==> config.mk <==
export PLATFORM = sky130hd
export DESIGN_NAME = generador_notas
export DESIGN_NICKNAME = d
export VERILOG_FILES = /design/src/rtl/notas_pkg.sv /design/src/rtl/carril_nota.sv /design/src/rtl/generador_notas.sv
export SDC_FILE = /design/constraint.sdc
export NUM_CORES = 1
export LEC_CHECK = 0
export CELL_PAD_IN_SITES_DETAIL_PLACEMENT = 1
export CELL_PAD_IN_SITES_GLOBAL_PLACEMENT = 1
export CORE_ASPECT_RATIO = 1.1
export CORE_MARGIN = 10
export CORE_UTILIZATION = 44
export CTS_CLUSTER_SIZE = 8
export DETAILED_ROUTE_END_ITERATION = 8
export PLACE_DENSITY_LB_ADDON = 0.1
export REMOVE_ABC_BUFFERS = 1
export SYNTH_ARGS = -nofsm -noshare
export SYNTH_HDL_FRONTEND = slang
export SYNTH_SLANG_ARGS = --single-unit
export TNS_END_PERCENT = 20
==> constraint.sdc <==
create_clock -name clk -period 4.4 [get_ports clk]
set_input_delay 0.88 -clock clk [delete_from_list [all_inputs] [get_ports clk]]
set_output_delay 0.88 -clock clk [all_outputs]
set_load 0.005 [all_outputs]
==> src/rtl/notas_pkg.sv <==
// Shared constants for the note generator: FSM states, LFSR seed/taps and
// the initial lane patterns, plus the pattern-from-LFSR helper.
package notas_pkg;

   typedef enum logic [1:0] {
      ESPERA    = 2'd0,
      CORRIENDO = 2'd1,
      DETENIDO  = 2'd2
   } estado_t;

   localparam logic [15:0] LFSR_SEMILLA = 16'hACE1;
   // Taps 16,14,13,11 counted from 1, i.e. bits 15,13,12,10.
   localparam logic [15:0] LFSR_TAPS    = 16'hB400;

   // Lane k initial pattern lives in bits [5k +: 5].
   localparam logic [19:0] PATRONES_INI = {5'b01000, 5'b00100, 5'b00010, 5'b00001};

   function automatic logic [15:0] lfsr_sig(input logic [15:0] l);
      return {l[14:0], ^(l & LFSR_TAPS)};
   endfunction

   // A lane must never show an empty pattern.
   function automatic logic [4:0] patron_de(input logic [4:0] bits);
      return (bits == 5'd0) ? 5'd1 : bits;
   endfunction

endpackage

==> src/rtl/carril_nota.sv <==
// One lane: position counter that wraps at ALTO-1 and reloads its drum
// pattern from the LFSR on every wrap.
module carril_nota
   import notas_pkg::*;
#(
   parameter int          ALTO    = 480,
   parameter int          POS_INI = 0,
   parameter logic [4:0]  PAT_INI = 5'b00001
) (
   input  logic       clk,
   input  logic       reset,
   input  logic       cargar_i,
   input  logic       avanzar_i,
   input  logic [4:0] lfsr_i,
   output logic [9:0] pos_o,
   output logic [4:0] linea_o
);

   localparam logic [9:0] ULTIMA = 10'(ALTO - 1);
   localparam logic [9:0] INICIO = 10'(POS_INI);

   logic [9:0] pos_q, pos_d;
   logic [4:0] linea_q, linea_d;

   always_comb begin
      pos_d   = pos_q;
      linea_d = linea_q;
      if (cargar_i) begin
         pos_d   = INICIO;
         linea_d = PAT_INI;
      end else if (avanzar_i) begin
         if (pos_q == ULTIMA) begin
            pos_d   = '0;
            linea_d = patron_de(lfsr_i);
         end else begin
            pos_d = pos_q + 10'd1;
         end
      end
   end

   always_ff @(posedge clk) begin
      if (reset) begin
         pos_q   <= INICIO;
         linea_q <= PAT_INI;
      end else begin
         pos_q   <= pos_d;
         linea_q <= linea_d;
      end
   end

   assign pos_o   = pos_q;
   assign linea_o = linea_q;

endmodule

==> src/rtl/generador_notas.sv <==
// Four-lane falling-note generator with start/stop FSM and tick divider.
// Define ACELERACION_EN to shorten the tick period as lanes keep wrapping.
module generador_notas
   import notas_pkg::*;
#(
   parameter int DIV_TICK   = 20000,
   parameter int ALTO       = 480,
   parameter int SEPARACION = 120
) (
   input  logic       clk,
   input  logic       reset,
   input  logic       iniciar,
   input  logic       perdio,
   output logic [9:0] posL1,
   output logic [9:0] posL2,
   output logic [9:0] posL3,
   output logic [9:0] posL4,
   output logic [4:0] linea1,
   output logic [4:0] linea2,
   output logic [4:0] linea3,
   output logic [4:0] linea4,
   output logic       activo
);

   estado_t     estado_q;
   logic [15:0] div_q;
   logic [15:0] lfsr_q;
   logic        activo_q;
   logic [15:0] periodo;
   logic        tick;
   logic        avanzar;
   logic        cargar;
   logic [9:0]  pos_w [4];
   logic [4:0]  lin_w [4];

`ifdef ACELERACION_EN
   logic [2:0] nivel_q;
   logic [2:0] cnt_wrap_q;
   logic [2:0] n_wraps;
   logic [3:0] suma;

   assign periodo = 16'(DIV_TICK) - {12'd0, nivel_q, 1'b0};

   always_comb begin
      n_wraps = '0;
      for (int unsigned k = 0; k < 4; k++) begin
         if (avanzar && (pos_w[k] == 10'(ALTO - 1)))
            n_wraps = n_wraps + 3'd1;
      end
      suma = {1'b0, cnt_wrap_q} + {1'b0, n_wraps};
   end

   // Carry out of the 3-bit wrap accumulator marks each group of 8 wraps.
   always_ff @(posedge clk) begin
      if (reset) begin
         nivel_q    <= '0;
         cnt_wrap_q <= '0;
      end else if (avanzar) begin
         cnt_wrap_q <= suma[2:0];
         if (suma[3] && (nivel_q != 3'd7))
            nivel_q <= nivel_q + 3'd1;
      end
   end
`else
   assign periodo = 16'(DIV_TICK);
`endif

   assign tick    = (estado_q == CORRIENDO) && (div_q == periodo - 16'd1);
   assign avanzar = tick && !perdio;
   assign cargar  = (estado_q == DETENIDO) && iniciar;

   always_ff @(posedge clk) begin
      if (reset) begin
         estado_q <= ESPERA;
         div_q    <= '0;
         lfsr_q   <= LFSR_SEMILLA;
         activo_q <= 1'b0;
      end else begin
         case (estado_q)
            ESPERA: begin
               if (iniciar) begin
                  estado_q <= CORRIENDO;
                  div_q    <= '0;
                  activo_q <= 1'b1;
               end
            end
            CORRIENDO: begin
               lfsr_q <= lfsr_sig(lfsr_q);
               if (perdio) begin
                  estado_q <= DETENIDO;
                  activo_q <= 1'b0;
               end else if (tick) begin
                  div_q <= '0;
               end else begin
                  div_q <= div_q + 16'd1;
               end
            end
            DETENIDO: begin
               if (iniciar) begin
                  estado_q <= CORRIENDO;
                  div_q    <= '0;
                  activo_q <= 1'b1;
               end
            end
            default: begin
               estado_q <= ESPERA;
               activo_q <= 1'b0;
            end
         endcase
      end
   end

   for (genvar k = 0; k < 4; k++) begin : g_carril
      carril_nota #(
         .ALTO    (ALTO),
         .POS_INI (k * SEPARACION),
         .PAT_INI (PATRONES_INI[5*k +: 5])
      ) u_carril (
         .clk       (clk),
         .reset     (reset),
         .cargar_i  (cargar),
         .avanzar_i (avanzar),
         .lfsr_i    (lfsr_q[4:0]),
         .pos_o     (pos_w[k]),
         .linea_o   (lin_w[k])
      );
   end

   assign posL1  = pos_w[0];
   assign posL2  = pos_w[1];
   assign posL3  = pos_w[2];
   assign posL4  = pos_w[3];
   assign linea1 = lin_w[0];
   assign linea2 = lin_w[1];
   assign linea3 = lin_w[2];
   assign linea4 = lin_w[3];
   assign activo = activo_q;

endmodule

---- Yosys cells after proc, flatten, opt, wreduce, memory -nomap -nowiden ----
Index checks and enable logic that the tools add are counted.
word-level totals
  bits in registers ....................... 95
  word-level logic and storage cells ...... 58
  input bits .............................. 4
  output and inout bits ................... 61
operators by class
  eq/ne operators ......................... 10
  reduce and logical (&&, ||, !) cells .... 16
  add/sub/neg operators ................... 5
  multiplexer cells ....................... 15
operator list
  cell                                                   count
  two-way mux 16 bit                                     3
  adder 10 x 1 -> 10 bit, second input constant          4
  == test 10 x 9 -> 1 bit, second input constant         4
  two-way mux 10 bit                                     4
  one-hot mux 16 bit (2 select lines)                    1
  adder 16 x 1 -> 16 bit, second input constant          1
  == test 16 x 15 -> 1 bit, second input constant        1
  XOR reduction 16 bit                                   1
  AND reduction 2 bit                                    5
  logical NOT 5 bit                                      1
  two-way mux 5 bit                                      1
  two-way mux 2 bit                                      2
  inequality test 2 bit, second input constant           2
  one-hot mux 2 bit (2 select lines)                     1
  OR reduction 2 bit                                     2
  logical AND 1 bit                                      3
  AND reduction 3 bit                                    1
  == test 2 x 1 -> 1 bit, second input constant          1
  == test 2 bit, second input constant                   1
  logical NOT 2 bit                                      1
  two-way mux 1 bit                                      2
  inequality test 2 x 1 -> 1 bit, second input constant  1
  one-hot mux 1 bit (2 select lines)                     1
  nonzero test 2 bit                                     1
  logical NOT 1 bit                                      1

---- Depth between registers and ports, before layout ----
Gate-level depths: netlist (run 1).
  depth in word-level cells ............... 5
  depth in mapped cells ................... 8
  depth with buffers taken out ............ 6

---- Cells and area by module ----
From an unflattened synthesis (run 1), not the netlist that was laid out.
second synthesis, totals
  cells, all modules ...................... 511
  area total of the unflattened synthesis .. 4531.8 µm²
by module, submodules not included
  module                              times used  sequential area each (µm²)  cells an instance  area each (µm²)
  generador_notas                     1           700.7                       196                1609.0
  carril_nota (g_carril[1].u_carril)  1           300.3                       81                 763.2
  carril_nota (g_carril[2].u_carril)  1           300.3                       80                 745.7
  carril_nota (g_carril[3].u_carril)  1           300.3                       80                 738.2
  carril_nota (g_carril[0].u_carril)  1           300.3                       74                 675.6

---- Worst setup path after synthesis (run 1) ----
OpenSTA, ideal clock, no wires.
  path type ............................... in2reg
  start point ............................. input perdio
  end point ............................... register g_carril[0].u_carril.linea_q[0]
  data arrival time ....................... 2154 ps
  setup slack ............................. 2116 ps
  library setup time ...................... 129 ps
  stages on the path ...................... 6
  required time ........................... 4271 ps
  buffers on the path ..................... 1
  path through ............................ or3b_1 > buf_2 > nor4b_1 > nand3_2 > mux2i_1 > nand2_1
between the ends
  longest elaborated chain between the ends .. 3
ends and longest elaborated chain
  item                           RTL line               RTL
  from (decl)                    generador_notas.sv:13  input logic perdio,
  logical NOT 1 bit              generador_notas.sv:69  assign avanzar = tick && !perdio;
  logical AND 1 bit              generador_notas.sv:69
  AND reduction 2 bit (no line)  -
  to (signal assigned)           carril_nota.sv:47      linea_q <= linea_d;
  to (decl)                      carril_nota.sv:23      logic [4:0] linea_q, linea_d;
No other way between the ends.
A chain may end at the register's enable or synchronous reset.

---- Final worst setup path (run 1) ----
  start point ............................. input perdio
  end point ............................... register g_carril[3].u_carril.pos_q[0]
between the ends
  longest elaborated chain between the ends .. 2
ends and longest elaborated chain
  item                  RTL line               RTL
  logical NOT 1 bit     generador_notas.sv:69
  logical AND 1 bit     generador_notas.sv:69
  to (signal assigned)  carril_nota.sv:46      pos_q <= pos_d;
  to (decl)             carril_nota.sv:22      logic [9:0] pos_q, pos_d;
No other way between the ends.

==> results of run 1 <==
-- cell usage after synthesis, drive strengths merged (5+ instances only) --
cell type   n  share of area, %
a21oi      21               2.4
nand4b      5               1.0
nand3      32               4.5
o21ai      14               1.6
nor2b       6              0.87
nor3        9               1.0
xnor2      12               2.4
o311ai      5               1.0
and2        5              0.72
nand4      20               3.2
mux2i      20               4.6
dfxtp      95                44
and3       10               1.4
nand2      57               5.0
nor2       66               5.7
o211ai      5              0.87
clkbuf     14               1.2
ha          5               1.4
buf         7              0.92
nand3b      9               1.6
and4        7               1.4
xor2       23               4.6
-- logic make-up after synthesis --
kind of cell               synth area share, %
and+or+nand+nor                           31.4
DFF                                       43.8
AOI/OAI and AO/OA                         9.29
xor gates and xnor gates                  7.07
buffers and inverters                     2.39
muxes                                     4.61
adders and majority gates                 1.44
-- through the flow --
step                instances  power [mW]  setup WS (ps)  area, sq um
floorplan                 470       0.948           1000         4250
global placement          656       0.975           1210         5080
detailed placement        656       0.978           1110         5080
CTS                       672        1.67           1510         5320
global route              672        1.71           1300         5320
finish                    672        1.66           1490         5320
-- sequential cells by signal, summed over array words and instances (netlist names) --
signal	cells
estado_q	2
div_q	16
lfsr_q	16
g_carril.u_carril.linea_o	20
g_carril.u_carril.pos_o	40
activo	1
-- worst paths after layout --
| check | from | to | slack, ps |
|---|---|---|---|
| worst max-delay path | perdio | g_carril[3].u_carril.pos_o[0] | 1490 |
| worst min-delay path | lfsr_q[8] | lfsr_q[9] | 460 |
| worst max register to register | div_q[0] | g_carril[3].u_carril.pos_o[0] | 1570 |
| worst min register to register | lfsr_q[8] | lfsr_q[9] | 460 |
-- final cells by class --
class	count	area (sq um)	area share [%]
clock inverters	7	118	2.21
inverters	3	11.3	0.212
clock buffers	9	124	2.33
multi-input cells	372	2340	44.0
well taps	117	146	2.75
repair buffers	69	678	12.8
flip-flops and latches	95	1900	35.8
-- power by group --
group / switching, mW / internal, mW
clock: 0.319 / 0.380
combinational: 0.0485 / 0.0262
sequential: 0.0115 / 0.871
-- tightest hold or removal path, delay by kind of cell, from the launching register on --
family | cells | cell delay, ps
AO/OA/AOI/OAI | 1 | 50
flip-flops | 1 | 320
AND/OR/NAND/NOR | 1 | 50
-- routing by layer --
| layer | share of wire (%) | global-route usage [%] |
|---|---|---|
| met3 | 3.8 | 3.17 |
| met2 | 50 | 29.4 |
| met1 | 44 | 19.3 |
| met5 | 0 | 0 |
| met4 | 2.5 | 9.01 |
==> metrics.csv, run 1 <==
metric,value,unit
cell area after synthesis,4340,sq um
"commonest non-fill, non-tap cell in the layout",dfxtp_1,
H-tree depth,3,
worst hold margin,462,ps
Tot GR Track Use,16.9,%
Fin Clk Skew,14.2,ps
Post-CTS Resized,0,
Syn Inst Count,491,
slew margin rel.,33.1,%
Netlist cell types,55,
area grow syn2layout,22.6,%
Cell Rows,37,
I/O pins,65,
DRT iter0 DRCs,113,
Post-DP HPWL,8420,um
Crit path depth,6,
pwr dens,311,nW/um^2
first-pass GRT wire length,19800,um
Fill cells,1115,
die footprint,14200,sq um
largest net degree at the start of global routing,29,
vias in the first global route,3992,
status,finished clean,
max-cap violations,0,
Post-synth EDFFs,0,
top_reg_cell synth,dfxtp_1,
Post-route DRC,0,
Max stage delay on crit path,550,ps
CP cell instances,clkdlybuf4s50_1 > nor3b_4 > buf_4 > nand2_1 > or3_1 > a21oi_1,
ratio of final minimum period to clock period,66.1,%
DR WL/cell,17.5,um
Core Box Area,9490,sq um
clk sink count,95,
Worst EP required,4700,ps
post-CTS setup buffer count,0,
GPL Wtd Cong,0.809,
grt total ovfl,0,
fin util,56.0,%
Synth async-reset ratio,0,%
CP top delay family,simple AND/OR/NAND/NOR gates,
Die X,115,um
CP arrival,3210,ps
NumNets Final,559,
Antenna Nets Post-Route,0,
1st-pass router iterations,4,
"Hold Violations, Final",0,
Syn Area/Cell,8.83,sq um
initial antenna violation count,0,
Routed Wire Length,11800,um
Critical-path top delay cell,nand2_1,
Worst-Skew Late Latency,370,ps
via count,3840,
Clock Pin Slew Worst Setup and Hold Paths,100,ps
RSZ-0062 raised after global routing,no,
CTS buffer count,9,
Pleak,2.02,nW
Max VDD drop,0.196,mV
CTS hold repair buffers,0,
Worst Path Max Fanout,28,
CTS tree,yes,
Slew @ Worst Pin,996,ps
Initial Util,45.7,%
CP bufs+invs,2,
final slew viol count,0,
sequential share of the synthesized area,43.8,%
layout cells sized above 1,6.13,%
CP Class,input port to register,
Hold Path Depth,2,
drt via density,5.71,
clk buf depth,2,
Yosys reg bits,95,
die height,124,um
clk root buf,clkbuf_8,
most frequent cells in the layout,"95 x dfxtp_1, 66 x nor2_1, 64 x clkdlybuf4s50_1",
Final setup viols,0,
path depth of the worst reg2reg path,7,
setup_tns,0,ps
ant diodes,0,
I/O Buffers,64,
fin crit period,2910,ps
"Warnings, synthesis",0,
Hold Crit Class,register to register,
crit end category,register,
Setup crit start kind,input port,
upper clock frequency limit,344,MHz
No activity file was read; power rests on OpenSTA's default activity.
==> run 2: changes to the inputs <==
--- a/config.mk
+++ b/config.mk
@@ -9,7 +9,7 @@
 export CELL_PAD_IN_SITES_GLOBAL_PLACEMENT = 1
 export CORE_ASPECT_RATIO = 1.1
 export CORE_MARGIN = 10
-export CORE_UTILIZATION = 44
+export CORE_UTILIZATION = 41
 export CTS_CLUSTER_SIZE = 8
 export DETAILED_ROUTE_END_ITERATION = 8
 export PLACE_DENSITY_LB_ADDON = 0.1
==> constraint.sdc (replaced) <==
create_clock -name clk -period 3.04 [get_ports clk]
set_input_delay 0.608 -clock clk [delete_from_list [all_inputs] [get_ports clk]]
set_output_delay 0.608 -clock clk [all_outputs]
set_load 0.005 [all_outputs]
==> run 2 against run 1 <==
  * Sequential power rose by 45%
  * Combinational power grew 57%
  * Flip-flop and latch count unchanged
  * First-iteration DRC count up 27%
  * Clock power rose by 66%
  * Sequential share of layout area is 1.1 points lower
  * Worst setup slack lost 920 ps
  * Die area grew 6.1%
  * Critical path type is now register to register
  * Largest cell class unchanged
  * Largest power group unchanged
==> metrics.csv, run 2 (synthesis results as in run 1) <==
metric,value,unit
Antenna Nets Post-Route,0,
largest net degree at the start of global routing,27,
Fin Clk Skew,9.00,ps
Critical-path top delay cell,or4_1,
Routed Wire Length,12400,um
met1 Use GR,18.4,%
Initial Util,41.9,%
Post-route DRC,0,
H-tree depth,3,
Cell Rows,39,
Clock Pin Slew Worst Setup and Hold Paths,70,ps
GPL Wtd Cong,0.796,
ratio of final minimum period to clock period,81.2,%
global-route met3 utilization,3.66,%
clk buf depth,2,
Fill cells,1215,
path depth of the worst reg2reg path,6,
fin crit period,2470,ps
vias in the first global route,4094,
Post-Place Cells,691,
Worst EP required,3330,ps
GR Util met2,30.5,%
register area,1900,sq um
DRT iter0 DRCs,144,
Crit path depth,6,
Tot GR Track Use,16.5,%
CP bufs+invs,0,
slew margin rel.,38.1,%
Core Box Area,10300,sq um
area grow syn2layout,26.3,%
Setup crit start kind,register,
1st-pass router iterations,4,
RSZ-0062 raised after global routing,no,
NumNets Final,568,
initial antenna violation count,0,
die footprint,15100,sq um
pwr dens,466,nW/um^2
grt total ovfl,0,
Post-DP HPWL,8950,um
Worst Path Max Fanout,18,
via count,3861,
CTS tree,yes,
crit end category,register,
I/O Buffers,64,
most frequent cells in the layout,"95 x dfxtp_1, 66 x nor2_1, 64 x clkdlybuf4s50_1",
I/O pins,65,
CP dominant cell by count,nand2_1,
CP top delay family,simple AND/OR/NAND/NOR gates,
Die X,118,um
die height,128,um
clk sink count,95,
final slew viol count,0,
fin util,53.0,%
Max stage delay on crit path,610,ps
DR WL/cell,17.5,um
CP arrival,2760,ps
status,finished clean,
ant diodes,0,
max-cap violations,0,
post-CTS setup buffer count,0,
GRT Max-Usage Layer,met2,
CTS hold repair buffers,0,
CTS buffer count,9,
max reg flops,40,
Final setup viols,0,
CP cell instances,ha_1 > nor4bb_1 > and4_1 > nand2_1 > or4_1 > nand2_1,
"commonest non-fill, non-tap cell in the layout",dfxtp_1,
"Hold Violations, Final",0,
footprint of the multi-input gates,2340,sq um
Hold Path Depth,2,
upper clock frequency limit,405,MHz
Post-CTS Resized,0,
Pleak,2.09,nW
layout cells sized above 1,7.62,%
Hold Crit Class,register to register,
clk root buf,clkbuf_16,
CP Class,register to register,
Max VDD drop,0.268,mV
drt via density,5.46,
"non-filler cells, final",707,
Worst-Skew Late Latency,350,ps
Slew @ Worst Pin,916,ps
first-pass GRT wire length,20700,um
==> run 2: final timing paths <==
| path | startpoint | end | slack, ps |
|---|---|---|---|
| worst max-delay path | div_q[0] | g_carril[0].u_carril.pos_o[4] | 570 |
| worst min-delay path | lfsr_q[8] | lfsr_q[9] | 450 |
| worst max register to register | div_q[0] | g_carril[0].u_carril.pos_o[4] | 570 |
| worst min register to register | lfsr_q[8] | lfsr_q[9] | 450 |
==> run 2: final cells by class <==
type / count / share of cell area (%)
Multi-Input combinational cell: 372 / 42.7
Sequential cell: 95 / 34.7
Timing Repair Buffer: 78 / 13.6
Clock buffer: 11 / 4.43
Tap cell: 143 / 3.26
Clock inverter: 5 / 1.05
Inverter: 3 / 0.205
==> run 2: metrics by stage <==
stage	total power [mW]	cell area, sq um	hold WS, ps	setup WS [ps]	setup TNS (ps)
2_1_floorplan	1.37	4250	426	-87.6	-130
3_3_place_gp	1.42	5180	437	468	0
3_5_place_dp	1.43	5180	449	405	0
4_1_cts	2.57	5480	457	537	0
5_1_grt	2.65	5480	479	383	0
6_report	2.55	5480	454	571	0
==> run 2: worst reg2reg max path, stage by stage (launching register included) <==
cell	delay, ps
dfxtp_1	400
ha_1	280
nor4bb_1	360
and4_1	280
nand2_1	390
or4_1	610
nand2_1	90
==> run 2: layer usage <==
layer | part of all wire, % | up-vias
met5 | 0 | -
met4 | 1.2 | 0
met3 | 3.7 | 11
met2 | 52 | 60
met1 | 43 | 1898
li1 | - | 1892
==> run 2: where the power goes <==
group / internal, mW / switching [mW] / leakage [nW]
combinational: 0.0437 / 0.0731 / 1.17
clock: 0.661 / 0.496 / 0.149
sequential: 1.26 / 0.0172 / 0.769
==> run 3: changes to the inputs <==
==> constraint.sdc (replaced) <==
create_clock -name clk -period 2.3 [get_ports clk]
set_input_delay 0.46 -clock clk [delete_from_list [all_inputs] [get_ports clk]]
set_output_delay 0.46 -clock clk [all_outputs]
set_load 0.005 [all_outputs]
==> run 3 against run 2 <==
  * Total power rose by 37%
  * Maximum frequency rose by 14%
  * Global-route usage rose by 0.22 points
  * Hold slack improved by 2.5 ps
  * Worst setup slack got worse by 440 ps
  * Critical path type unchanged
  * Critical endpoint is now g_carril[1].u_carril.pos_o[6]
==> metrics.csv, run 3 (synthesis results as in run 1) <==
metric,value,unit
grt total ovfl,0,
Max VDD drop,0.406,mV
CTS buffer count,9,
Crit path depth,7,
FF-to-FF End,g_carril[1].u_carril.pos_o[6],
Net Sw Power,736,uW
crit end category,register,
fin util,54.7,%
Max stage delay on crit path,410,ps
I/O pins,65,
vias in the first global route,4212,
Clock Pin Slew Worst Setup and Hold Paths,60,ps
ratio of final minimum period to clock period,94.2,%
DRT iter0 DRCs,179,
1st-pass router iterations,4,
clk sink count,95,
H-tree depth,3,
area grow syn2layout,30.4,%
Worst Path Max Fanout,4,
capture point of the worst path,g_carril[1].u_carril.pos_o[6],
"Hold Violations, Final",0,
Post-route DRC,0,
Core Box Area,10300,sq um
Int Pwr,2.75,mW
Antenna Nets Post-Route,0,
Placement Cell Area,5320,sq um
largest net degree at the start of global routing,18,
die height,128,um
Setup crit start kind,register,
sw frac,21.1,%
Slew @ Worst Pin,556,ps
die footprint,15100,sq um
CP arrival,2390,ps
Hold Crit Class,register to register,
pwr dens,616,nW/um^2
clk buf depth,2,
drt via density,5.42,
Pleak,2.19,nW
max reg flops,40,
Power Total,3.49,mW
Tot GR Track Use,16.7,%
fin crit period,2170,ps
CTS hold repair buffers,0,
first-pass GRT wire length,21200,um
clk root buf,clkbuf_16,
Final setup viols,0,
Post-Place Cells,709,
Post-DP HPWL,9500,um
final slew viol count,0,
met3 routed WL,405,um
DR WL/cell,17.6,um
CP top delay family,simple AND/OR/NAND/NOR gates,
RSZ-0062 raised after global routing,no,
via count,3926,
status,finished clean,
Comb power frac,5.0,%
GPL Wtd Cong,0.805,
CP cell instances,ha_1 > nor4bb_2 > and4_1 > buf_4 > and3_1 > o21ai_0 > a221o_1,
r2r setup slk,130,ps
CP bufs+invs,1,
path depth of the worst reg2reg path,7,
Critical-path top delay cell,dfxtp_1,
NumNets Final,586,
max-cap violations,0,
Worst R2R Start,div_q[1],
Fin Clk Skew,8.41,ps
Worst-Skew Late Latency,340,ps
Seq pwr share,48.5,%
clock group share of total power,46.6,%
Routed Wire Length,12800,um
Cell Rows,39,
CP Launch Point,div_q[1],
uppermost layer routed,met4,
ant diodes,0,
met1 wire length,5600,um
Initial Util,41.9,%
Die X,118,um
"non-filler cells, final",725,
slew margin rel.,62.9,%
I/O Buffers,64,
most frequent cells in the layout,"95 x dfxtp_1, 66 x nor2_1, 64 x clkdlybuf4s50_1",
wire length on met2,6560,um
setup_tns,0,ps
CTS tree,yes,
initial antenna violation count,0,
"Design Area, Final",5660,sq um
"commonest non-fill, non-tap cell in the layout",dfxtp_1,
Worst EP required,2520,ps
CP Class,register to register,
layout cells sized above 1,10.8,%
upper clock frequency limit,462,MHz
## run 3: worst min-delay path by stage
stage                         start   endpoint  slack (ps)  cells past startpoint
after global routing      lfsr_q[9]  lfsr_q[9]         490                      2
after CTS                 lfsr_q[9]  lfsr_q[9]         460                      2
after floorplan           lfsr_q[0]  lfsr_q[1]         430                      2
after detailed placement  lfsr_q[9]  lfsr_q[9]         450                      2
after global placement    lfsr_q[7]  lfsr_q[8]         440                      2
final                     lfsr_q[9]  lfsr_q[9]         460                      2
## run 3: routing by layer
layer  up-vias  global-route usage, %
met5         -                      0
met2        46                   30.4
met1      1939                   18.9
met3        15                   4.01
li1       1926                      -
met4         0                   5.02
## run 3: cell type report
type                            instances  area, sq um
Inverter                                3         11.3
Sequential cell                        95         1900
Tap cell                              143          179
Clock inverter                          3         65.1
Timing Repair Buffer                   96          881
Clock buffer                           13          260
Multi-Input combinational cell        372         2360
Fill cell                            1230         4690
## run 3: worst min-delay path, cell delays in order, from the launching register on
cell	delay [ps]
dfxtp_1	310
nand2_1	50
a21oi_1	50
## run 3: through the flow
step	hold slack, ps	setup WS [ps]
6_report	456	134
5_1_grt	492	1.10
4_1_cts	459	47.2
3_5_place_dp	449	-98.4
3_3_place_gp	441	-36.3
2_1_floorplan	426	-680
## run 3: power groups by stage
stage	Clock, mW	Sequential (mW)	Combinational (mW)
2_1_floorplan	0	1.72	0.0926
3_3_place_gp	0	1.73	0.168
3_5_place_dp	0	1.73	0.175
4_1_cts	1.66	1.69	0.177
5_1_grt	1.74	1.69	0.194
6_report	1.62	1.69	0.174
## run 3: what timing repair did
action,in CTS,in global routing
setup endpoints to repair,0,12
endpoints found under the hold margin,0,0
setup buffers,0,0
gates resized for setup,0,3
